--- config.mk ---
export PLATFORM = sky130hd
export DESIGN_NAME = atm_pin_entry
export DESIGN_NICKNAME = d
export VERILOG_FILES = /design/src/rtl/atm_pin_entry.sv
export SDC_FILE = /design/constraint.sdc
export NUM_CORES = 1
export LEC_CHECK = 0
export ABC_CLOCK_PERIOD_IN_PS = 1910
export CAP_MARGIN = 20
export CORE_MARGIN = 3
export CORE_UTILIZATION = 49
export DETAILED_ROUTE_END_ITERATION = 10
export PLACE_DENSITY_LB_ADDON = 0.08
export SLEW_MARGIN = 10
export SYNTH_ARGS = -nofsm -noshare
export SYNTH_HDL_FRONTEND = slang
export SYNTH_SLANG_ARGS = --single-unit
--- constraint.sdc ---
create_clock -name clk -period 1.91 [get_ports clk]
set_input_delay 0.382 -clock clk [delete_from_list [all_inputs] [get_ports clk]]
set_output_delay 0.382 -clock clk [all_outputs]
set_load 0.01 [all_outputs]
--- src/rtl/atm_pin_entry.sv ---
// Keypad front-end for the ATM controller: collects BCD digits while a card
// is inserted, presents the packed PIN word with a one-cycle strobe, waits
// for the accept/reject verdict, aborts idle sessions and locks the card
// after repeated wrong PINs.
//
// Strobe semantics: key_valid, pin_accept and pin_reject are single-cycle
// strobes sampled on the rising clock edge. There is no back-pressure.
// pin_valid and timed_out are single-cycle output strobes. PIN is stable
// from the pin_valid cycle until the next accept, card removal or reset.
module atm_pin_entry #(
  parameter int DIGITS         = 3,
  parameter int TIMEOUT_CYCLES = 1000,
  parameter int MAX_TRIES      = 3,
  parameter int CNT_W          = 10
) (
  input  logic                  clk,
  input  logic                  rst,
  input  logic                  card_present,
  input  logic                  key_valid,
  input  logic [3:0]            key_code,
  input  logic                  pin_accept,
  input  logic                  pin_reject,
  output logic [4*DIGITS-1:0]   PIN,
  output logic                  pin_valid,
  output logic [1:0]            digit_count,
  output logic [1:0]            tries_left,
  output logic                  timed_out,
  output logic                  locked,
  output logic                  busy,
  output logic [1:0]            fsm_state
);

  localparam int PW = 4 * DIGITS;

  localparam logic [1:0] S_IDLE   = 2'd0;
  localparam logic [1:0] S_ENTRY  = 2'd1;
  localparam logic [1:0] S_SUBMIT = 2'd2;
  localparam logic [1:0] S_LOCKED = 2'd3;

  localparam logic [1:0]       DIG_MAX    = 2'(DIGITS);
  localparam logic [1:0]       TRIES_INIT = 2'(MAX_TRIES);
  localparam logic [CNT_W-1:0] CNT_LAST   = CNT_W'(TIMEOUT_CYCLES - 1);
  localparam logic [CNT_W-1:0] CNT_ONE    = CNT_W'(1);
  localparam logic [CNT_W-1:0] CNT_SAT    = {CNT_W{1'b1}};

  localparam logic [3:0] K_CLEAR  = 4'hA;
  localparam logic [3:0] K_BACK   = 4'hB;
  localparam logic [3:0] K_ENTER  = 4'hE;
  localparam logic [3:0] K_CANCEL = 4'hF;

  logic [1:0]       state;
  logic [PW-1:0]    pin_buf;
  logic [CNT_W-1:0] idle_cnt;

  // Level outputs decoded straight from the state register so they follow
  // an asynchronous reset without waiting for a clock.
  assign busy      = (state == S_SUBMIT);
  assign locked    = (state == S_LOCKED);
  assign fsm_state = state;

  // Session FSM, digit buffer, inactivity counter and output registers.
  // Strobes default low each cycle; card removal takes priority over any
  // key or verdict seen in the same cycle.
  always_ff @(posedge clk or posedge rst) begin
    if (rst) begin
      state       <= S_IDLE;
      pin_buf     <= '0;
      idle_cnt    <= '0;
      PIN         <= '0;
      pin_valid   <= 1'b0;
      digit_count <= '0;
      tries_left  <= TRIES_INIT;
      timed_out   <= 1'b0;
    end else begin
      pin_valid <= 1'b0;
      timed_out <= 1'b0;
      case (state)
        S_IDLE: begin
          if (card_present) begin
            state       <= S_ENTRY;
            pin_buf     <= '0;
            digit_count <= '0;
            idle_cnt    <= '0;
            tries_left  <= TRIES_INIT;
          end
        end

        S_ENTRY: begin
          if (!card_present) begin
            state       <= S_IDLE;
            pin_buf     <= '0;
            digit_count <= '0;
            idle_cnt    <= '0;
            PIN         <= '0;
          end else if (key_valid) begin
            // Any key, even an unrecognised code, counts as activity.
            idle_cnt <= '0;
            if (key_code <= 4'd9) begin
              if (digit_count < DIG_MAX) begin
                pin_buf     <= {pin_buf[PW-5:0], key_code};
                digit_count <= digit_count + 2'd1;
              end
            end else begin
              case (key_code)
                K_CLEAR: begin
                  pin_buf     <= '0;
                  digit_count <= '0;
                end
                K_BACK: begin
                  if (digit_count != 2'd0) begin
                    pin_buf     <= {4'h0, pin_buf[PW-1:4]};
                    digit_count <= digit_count - 2'd1;
                  end
                end
                K_ENTER: begin
                  if (digit_count == DIG_MAX) begin
                    PIN       <= pin_buf;
                    pin_valid <= 1'b1;
                    state     <= S_SUBMIT;
                  end
                end
                K_CANCEL: begin
                  state       <= S_IDLE;
                  pin_buf     <= '0;
                  digit_count <= '0;
                end
                default: ;
              endcase
            end
          end else if (idle_cnt == CNT_LAST) begin
            timed_out   <= 1'b1;
            state       <= S_IDLE;
            pin_buf     <= '0;
            digit_count <= '0;
            idle_cnt    <= '0;
          end else if (idle_cnt != CNT_SAT) begin
            idle_cnt <= idle_cnt + CNT_ONE;
          end
        end

        S_SUBMIT: begin
          idle_cnt <= '0;
          if (!card_present) begin
            state       <= S_IDLE;
            pin_buf     <= '0;
            digit_count <= '0;
            PIN         <= '0;
          end else if (pin_reject) begin
            // Reject wins when both verdict strobes arrive together.
            tries_left  <= tries_left - 2'd1;
            pin_buf     <= '0;
            digit_count <= '0;
            state       <= (tries_left == 2'd1) ? S_LOCKED : S_ENTRY;
          end else if (pin_accept) begin
            state       <= S_IDLE;
            tries_left  <= TRIES_INIT;
            pin_buf     <= '0;
            digit_count <= '0;
            PIN         <= '0;
          end
        end

        S_LOCKED: begin
          if (!card_present) begin
            state      <= S_IDLE;
            tries_left <= TRIES_INIT;
            PIN        <= '0;
          end
        end

        default: state <= S_IDLE;
      endcase
    end
  end

endmodule
== Word level (Yosys, flattened, before mapping) ==
Cells that the tools add are included.
Cells by class
  add/subtract/negate cells: 4
  $lt $le $gt $ge: 2
  equality and inequality tests: 30
  multiplexer cells: 66
  reductions and logical operators: 11
Operators with widths (number)
  2-to-1 mux 12 bit: 18
  one-hot mux 12 bit (3 select lines): 2
  2-to-1 mux 10 bit: 5
  2-to-1 mux 2 bit: 24
  one-hot mux 10 bit (3 select lines): 1
  one-hot mux 12 bit (2 select lines): 1
  != test 3 bit (second input constant): 6
  == test 4 bit (second input constant): 4
  != test 5 bit (second input constant): 3
  AND reduction 7 bit: 2
  != test 4 bit (second input constant): 3
  one-hot mux 2 bit (3 select lines): 2
  adder 10 x 1 -> 10 bit (second input constant): 1
  == test 10 bit (second input constant): 1
  2-to-1 mux 1 bit: 10
  != test 10 bit (second input constant): 1
  nonzero test 3 bit: 3
  one-hot mux 2 bit (2 select lines): 2
  one-hot mux 2 bit (4 select lines): 1
  AND reduction 8 bit: 1
  == test 2 bit (second input constant): 3
  != test 2 bit (second input constant): 3
  != test 6 x 5 -> 1 bit (second input constant): 1
  != test 6 bit (second input constant): 1
  other kinds (12): 14
Word-level totals
  bits in registers: 42
  input port bits: 10

== Depth between registers and ports, before layout ==
Gate-level depths: netlist of the first run.
  word-level depth: 7
  gate-level depth with buffers: 8

== Worst setup path after synthesis of the first run ==
OpenSTA, ideal clock, no wires.
  path type: flip-flop to flip-flop
  start point: register idle_cnt[0]
  end point: register pin_buf[4]
  arrival time: 1.798 ns
  slack: -0.009 ns
  cell stages (with the launch flop): 9
  buffers on the path: 2
  period minus slack after synthesis: 1.919 ns
  path through: dfrtp_1 > ha_1 > nand2_1 > o41ai_2 > and2_1 > buf_6 > o211ai_4 > buf_6 > a22o_1
On the way
  cells in the longest elaborated chain, start to end: 3
Ends and longest elaborated chain
  start: declaration: RTL line 53  | logic [CNT_W-1:0] idle_cnt;
  start signal: assignment: RTL line 137  | idle_cnt <= idle_cnt + CNT_ONE;
  == test 10 bit: RTL line 130  | end else if (idle_cnt == CNT_LAST) begin
  != test 4 bit (no source line)
  AND reduction 7 bit (no source line)
  end signal: assignment: RTL line 100  | pin_buf <= {pin_buf[PW-5:0], key_code};
  end signal: assignment: RTL line 111  | pin_buf <= {4'h0, pin_buf[PW-1:4]};
  end: declaration: RTL line 52  | logic [PW-1:0] pin_buf;
Every way passes these cells.
A chain may end at the register's enable or synchronous reset.

== Final worst setup path of the first run ==
  start point: register idle_cnt[9]
  end point: register pin_buf[2]
Same word-level chain as after synthesis.

==> results of run 1 <==
## sequential cells by signal, summed over array words and instances (netlist names)
register / count
pin_buf: 12
pin_valid: 1
digit_count: 2
idle_cnt: 10
fsm_state: 2
timed_out: 1
tries_left: 2
PIN: 12
## Yosys cell counts (all sizes together)
library cell / n
dfrtp: 40
o21ai: 22
inv: 21
nand3: 20
nor2: 20
nand2: 14
a22o: 13
buf: 9
a32o: 5
nor3: 5
xnor2: 5
a21oi: 4
clkbuf: 4
ha: 4
nor2b: 4
o211ai: 4
a31oi: 3
and2: 3
mux2: 3
or3: 3
a211oi: 2
and2b: 2
dfstp: 2
mux2i: 2
nor4: 2
o2111ai: 2
o21a: 2
o221ai: 2
o22ai: 2
or2: 2
xor2: 2
a21boi: 1
a21o: 1
a311oi: 1
a41oi: 1
and3: 1
and4: 1
and4bb: 1
nand2b: 1
nand3b: 1
nand4: 1
nand4b: 1
o41ai: 1
## cells by family (layout without fill, tap and decap cells)
family / Yosys count / after routing / share of synthesized area, %
AOI/OAI and AO/OA: 66 / 66 / 21.4
xor gates and xnor gates: 7 / 7 / 2.65
adders and majority gates: 4 / 4 / 2.16
buffers and inverters: 34 / 106 / 7.19
DFF: 42 / 42 / 45.5
muxes: 5 / 5 / 2.32
and+or+nand+nor: 82 / 82 / 18.8
## through the flow
step | hold WS (ns) | setup WS [ns]
floorplan | 0.485 | 0.0237
global placement | 0.496 | -0.285
detailed placement | 0.497 | -0.322
CTS | 0.461 | 0.0113
global route | 0.483 | -0.0264
finish | 0.450 | 0.0334
## layer usage
metal  GRT usage, %  vias up  wire length [microns]
met5              0        -                      0
met4           6.13        0                     59
met3           4.01        5                    225
met2           29.2       57                   2120
met1           26.2      909                   2490
li1               -     1007                      -
## cell type report
type	count	area share (%)
clock buffer	5	2.20
clock inverter	3	0.799
inverter	21	2.52
multi-input combinational	164	35.8
sequential	42	33.7
tap	52	2.08
timing repair buffer	77	22.9
## power by group
group	switching, uW	internal [uW]	total, uW	leakage (uW)
logic	473	533	1010	0.000781
registers	49.6	946	995	0.000573
clock network	331	264	595	0.0000447
## final timing paths
check / from / endpoint / slack [ns] / cells after the start
min reg2reg: tries_left[1] / tries_left[1] / 0.52 / 2
min: rst / PIN[4] / 0.45 / 3
max reg2reg: idle_cnt[9] / pin_buf[2] / 0.03 / 6
max: idle_cnt[9] / pin_buf[2] / 0.03 / 6
max in group asynchronous: rst / tries_left[0] / 1.20 / 3
min in group clk: tries_left[1] / tries_left[1] / 0.52 / 2
## worst min-delay path: cells and delay by family
kind                   cells  cell delay (ns)
buffers and inverters      3             0.73
## repair_timing
action	CTS	global route
setup endpoints to repair	3	15
pin swaps	0	2
buffers inserted	0	4
gates resized for setup	4	9
endpoints found under the hold margin	0	0
cloned	0	1
==> metrics.yaml, run 1 <==
status:
  status: "finished, final reports clean"
cts:
  clock_tree.htree_level_count: 2
  clock_sinks: 42
  tritoncts: "done"
  clkLatencyLatePin_ns: 0.30
  cts.root.buffer_cell: "clkbuf_8"
  cts-root-to-sink-buffers: 2
  cts.hold.buffers_added: 0
  clkSlewWorstSetupHoldPaths_ns: 0.09
  cts_inserted_buffers: 5
critical_path:
  crit_path_max_fanout: 5
  timing.critical_path.buf_inv: 1
  worst_ep_arrival_time_ns: 2.07
  category_of_the_worst_setup_path_capture_point: "register"
  worst_path_max_delay_cell: "o41ai_2"
  crit_chain: "nand4_2 > o41ai_2 > and2_4 > o211ai_4 > clkbuf_16 > a22o_1"
  worst-setup-path-type: "register to register"
  crit_family: "compound AO/OA/AOI/OAI gates"
  critPathMaxStageDelay_ns: 0.45
  timing.critical_path.from_type: "register"
  cp_data_required_time_ns: 2.10
drt:
  firstDrtPassIters: 4
  drc_errors: 0
  routedWlPerCell_microns: 13.4
  initialDrtViolationCount: 114
  vias: 1978
  ant_nets: 0
  routed_via_density: 5.43
  drt-total-wl_mm: 4.89
layout:
  n_antenna_cell: 0
  num-fill-cells: 354
  layout.cells.most_common: "buf_4"
  design_area_sq_um: 3130
  drive_above_1_share_pct: 25.0
  layout.cells.most_common_list: "buf_4, dfrtp_1, clkdlybuf4s50_1"
  area_delta_synth_final_pct: 35.4
  area_taken_by_multi_input_logic_gates_sq_um: 1120
  final_cells: 364
  finalCoreUtilization_pct: 70.5
  fin_nets: 325
  final-seq-area_sq_um: 1060
sta:
  setup_viol: 0
  finalMaxSlewViolations: 0
  max_clock_freq_mhz: 533
  max_slew.worst_pin.slew_ns: 0.508
  final_period_minus_worst_setup_slack_ns: 1.88
  post-route-period-util_pct: 98.2
  slew-limit-headroom_pct: 65.9
  worst_clock_skew_ns: 0.00835
  finalHoldViolCount: 0
  setup_tns_ns: 0
job:
  max_cap_violations: 0
place:
  dp_hpwl_mm: 3.55
  post-place-cells: 351
  post_dp_cell_area_sq_um: 2950
  rd_place_congestion: 0.878
  numPortBuffers: 31
global_route:
  grt_first_pass_wirelength_mm: 8.20
  grt_use_total_pct: 18.8
  number_of_global_route_vias_before_repair: 1866
  overflow: 0
  grt_max_degree: 43
  antenna_found_initial: 0
floorplan:
  floorplan.core_area_sq_um: 4440
  dieHeight_microns: 74.7
  rows: 24
  boundaryPins: 32
  design.die.area_sq_um: 5580
  floorplan.die.width_microns: 74.7
  initial_core_util_pct: 52.1
logic_synthesis:
  syn_area_per_cell_sq_um: 9.64
  synth_top_cell_area_share_pct: 43.2
  total_of_flip_flops_plus_latches_after_synthesis: 42
  syn-instance-count: 240
  synth_net_count: 254
  ys_top_cells_by_area: "dfrtp_1, a22o_1, nand3_1, o21ai_0, inv_1"
  yosysWarningCount: 0
  synth_top_area_cell: "dfrtp_1"
  synth_cell_type_count: 52
  mappedNetlistArea_sq_um: 2310
  synth.yosys.seq_area_share_pct: 45.5
pwr:
  leakage_uw: 0.00140
  ir_drop_uv: 478
  power_per_cell_area_nw_per_um2: 829
  power_uw: 2600
hold_path:
  hold_path_class: "input pin to asynchronous set/reset pin"
No activity file was read; power rests on OpenSTA's default activity.
==> run 2: changes to the inputs <==
--- a/config.mk
+++ b/config.mk
@@ -10,7 +10,7 @@
 export CORE_MARGIN = 3
 export CORE_UTILIZATION = 49
 export DETAILED_ROUTE_END_ITERATION = 10
-export PLACE_DENSITY_LB_ADDON = 0.08
+export PLACE_DENSITY = 0.75
 export SLEW_MARGIN = 10
 export SYNTH_ARGS = -nofsm -noshare
 export SYNTH_HDL_FRONTEND = slang
==> run 2 against run 1 <==
  * Clock skew decreased by 0.0025 ns
  * Critical path depth unchanged
  * Routed wire length increased by 4.2%
  * Highest routed layer unchanged
  * Die area unchanged
  * Combinational power decreased by 7%
  * Flip-flop and latch count unchanged
  * Core utilization decreased by 0.87 points
==> metrics.yaml, run 2 (same netlist as run 1, synthesis figures left out) <==
sta:
  grt_setup_unrepaired: "no"
  max_slew.worst_pin.slew_ns: 0.478  # -0.0299 ns
  finalMaxSlewViolations: 0  # unchanged
  post-route-period-util_pct: 96.1  # -2.1 points
  setup_tns_ns: 0  # unchanged
  final_period_minus_worst_setup_slack_ns: 1.84  # -0.0402 ns
  worst_clock_skew_ns: 0.00589  # -0.00246 ns
  max_clock_freq_mhz: 545  # +2.2%
  slew-limit-headroom_pct: 67.9  # +2.0 points
  setup_viol: 0  # unchanged
  finalHoldViolCount: 0  # unchanged
drt:
  initialDrtViolationCount: 150  # +32%
  drt-total-wl_mm: 5.09  # +4.2%
  vias: 1974  # -0.20%
  firstDrtPassIters: 4  # unchanged
  ant_nets: 0  # unchanged
  routedWlPerCell_microns: 14.2  # +5.6%
  routed_via_density: 5.50  # +1.2%
  drc_errors: 0  # unchanged
pwr:
  power.share.switching_pct: 31.4  # -1.5 points
  leakage_uw: 0.00137  # -2.2%
  power.combinational.fraction_pct: 35.6  # -3.2 points
  p_clk_share_pct: 26.7  # +3.8 points
  ir_drop_uv: 571  # +20%
  power_per_cell_area_nw_per_um2: 852  # +2.8%
  power_report.internal_total_uw: 1810  # +3.8%
  power_uw: 2640  # +1.5%
  net-switching-power_uw: 827  # -3.1%
  pwr-share-seq_pct: 37.6  # -0.7 points
critical_path:
  critPathCapture: "pin_buf[2]"
  category_of_the_worst_setup_path_capture_point: "register"
  worst_ep_arrival_time_ns: 2.02  # -0.05 ns
  crit_path_max_fanout: 13  # +8
  timing.critical_path.from_type: "register"
  r2r-start: "digit_count[0]"
  rr_worst_depth: 6  # unchanged
  crit_path_start: "digit_count[0]"
  cp_data_required_time_ns: 2.10  # about the same
  worst-setup-path-type: "register to register"
  worst-r2r-setup-slack_ns: 0.07  # +0.04 ns
  regToRegEndpoint: "pin_buf[2]"
layout:
  area_taken_by_multi_input_logic_gates_sq_um: 1120  # -0.34%
  num-fill-cells: 374  # +5.6%
  drive_above_1_share_pct: 23.1  # -1.9 points
  reg.largest.list: "PIN (12), pin_buf (12), idle_cnt (10)"
  final-seq-area_sq_um: 1060  # unchanged
  design_area_sq_um: 3090  # -1.2%
  fin_nets: 320  # -1.5%
  final_cells: 359  # -1.4%
  layout.cells.most_common_list: "dfrtp_1, buf_4, clkdlybuf4s50_1"
  finalCoreUtilization_pct: 69.6  # -0.87 points
  n_antenna_cell: 0  # unchanged
  area_delta_synth_final_pct: 33.7
cts:
  tritoncts: "done"
  clkSlewWorstSetupHoldPaths_ns: 0.08  # about the same
  cts.root.buffer_cell: "clkbuf_8"
  cts-root-to-sink-buffers: 2  # unchanged
  cts_inserted_buffers: 5  # unchanged
  clkLatencyLatePin_ns: 0.30  # about the same
  cts.hold.buffers_added: 0  # unchanged
  clock_sinks: 42  # unchanged
  clock_tree.htree_level_count: 2  # unchanged
global_route:
  antenna_found_initial: 0  # unchanged
  number_of_global_route_vias_before_repair: 1855  # -0.59%
  grt_first_pass_wirelength_mm: 8.57  # +4.4%
  grt_use_total_pct: 19.8  # +1.0 points
  overflow: 0  # unchanged
  grt_max_degree: 43  # unchanged
place:
  post_dp_cell_area_sq_um: 2940  # -0.51%
  numPortBuffers: 31  # unchanged
  rd_place_congestion: 0.899  # +2.5%
  post-place-cells: 349  # -0.57%
  dp_hpwl_mm: 3.77  # +6.2%
floorplan:
  dieHeight_microns: 74.7  # unchanged
  floorplan.die.width_microns: 74.7  # unchanged
  floorplan.core_area_sq_um: 4440  # unchanged
  initial_core_util_pct: 52.1  # unchanged
  rows: 24  # unchanged
  design.die.area_sq_um: 5580  # unchanged
  boundaryPins: 32  # unchanged
status:
  status: "finished, final reports clean"
hold_path:
  hold_path_class: "input pin to asynchronous set/reset pin"
job:
  max_cap_violations: 0  # unchanged
## run 2: cell type report
type	instances	area share, %
well taps	52	2.10
flip-flops and latches	42	34.1
multi-input cells	164	36.2
repair buffers	72	21.4
clock buffers	5	2.22
inverters	21	2.55
clock inverters	3	1.46
## run 2: routing by layer
layer  track usage [%]  vias up  wire length (microns)  part of all wire [%]
li1                  -      989                      -                     -
met1              27.4      939                   2450                    48
met2              31.8       39                   2400                    47
met3              3.74        7                    180                   3.5
met4              5.93        0                     70                   1.4
met5                 0        -                      0                     0
## run 2: repair_timing
item / CTS / global route
setup endpoints to repair: 15 / 15
buffers inserted: 0 / 2
pin swaps: 1 / 2
gates cloned: 0 / 0
gates resized for setup: 5 / 6
## run 2: worst max-delay path: stages, from the launching register on
cell	delay (ns)
dfrtp_1	0.40
ha_2	0.22
mux2_2	0.29
a311oi_4	0.29
o211ai_4	0.14
buf_12	0.16
a22o_1	0.23
## run 2: worst min path at each step
stage / from / to / slack, ns / cells past startpoint
floorplan: idle_cnt[9] / idle_cnt[9] / 0.49 / 1
global placement: tries_left[1] / tries_left[1] / 0.49 / 2
detailed placement: tries_left[1] / tries_left[1] / 0.49 / 2
CTS: rst / idle_cnt[3] / 0.45 / 3
global route: rst / PIN[0] / 0.47 / 3
finish: rst / PIN[4] / 0.45 / 3
## run 2: per-stage QoR
| step | worst slack, ns | hold slack, ns |
|---|---|---|
| floorplan | 0.0237 | 0.485 |
| global placement | -0.290 | 0.486 |
| detailed placement | -0.357 | 0.491 |
| CTS | 0.0167 | 0.455 |
| global route | 0.000748 | 0.473 |
| finish | 0.0737 | 0.445 |
## run 2: power by group through the flow
stage	Sequential (uW)	Clock (uW)	Combinational [uW]
2_1_floorplan	1010	0	542
4_1_cts	1000	719	910
3_5_place_dp	1020	0	897
3_3_place_gp	1010	0	875
6_report	992	705	939
5_1_grt	1000	749	1030
==> run 3: changes to the inputs <==
--- a/config.mk
+++ b/config.mk
@@ -15,3 +15,4 @@
 export SYNTH_ARGS = -nofsm -noshare
 export SYNTH_HDL_FRONTEND = slang
 export SYNTH_SLANG_ARGS = --single-unit
+export TNS_END_PERCENT = 100
==> results of run 3 <==
Final layout, timing and power as in run 2 (identical DEF).
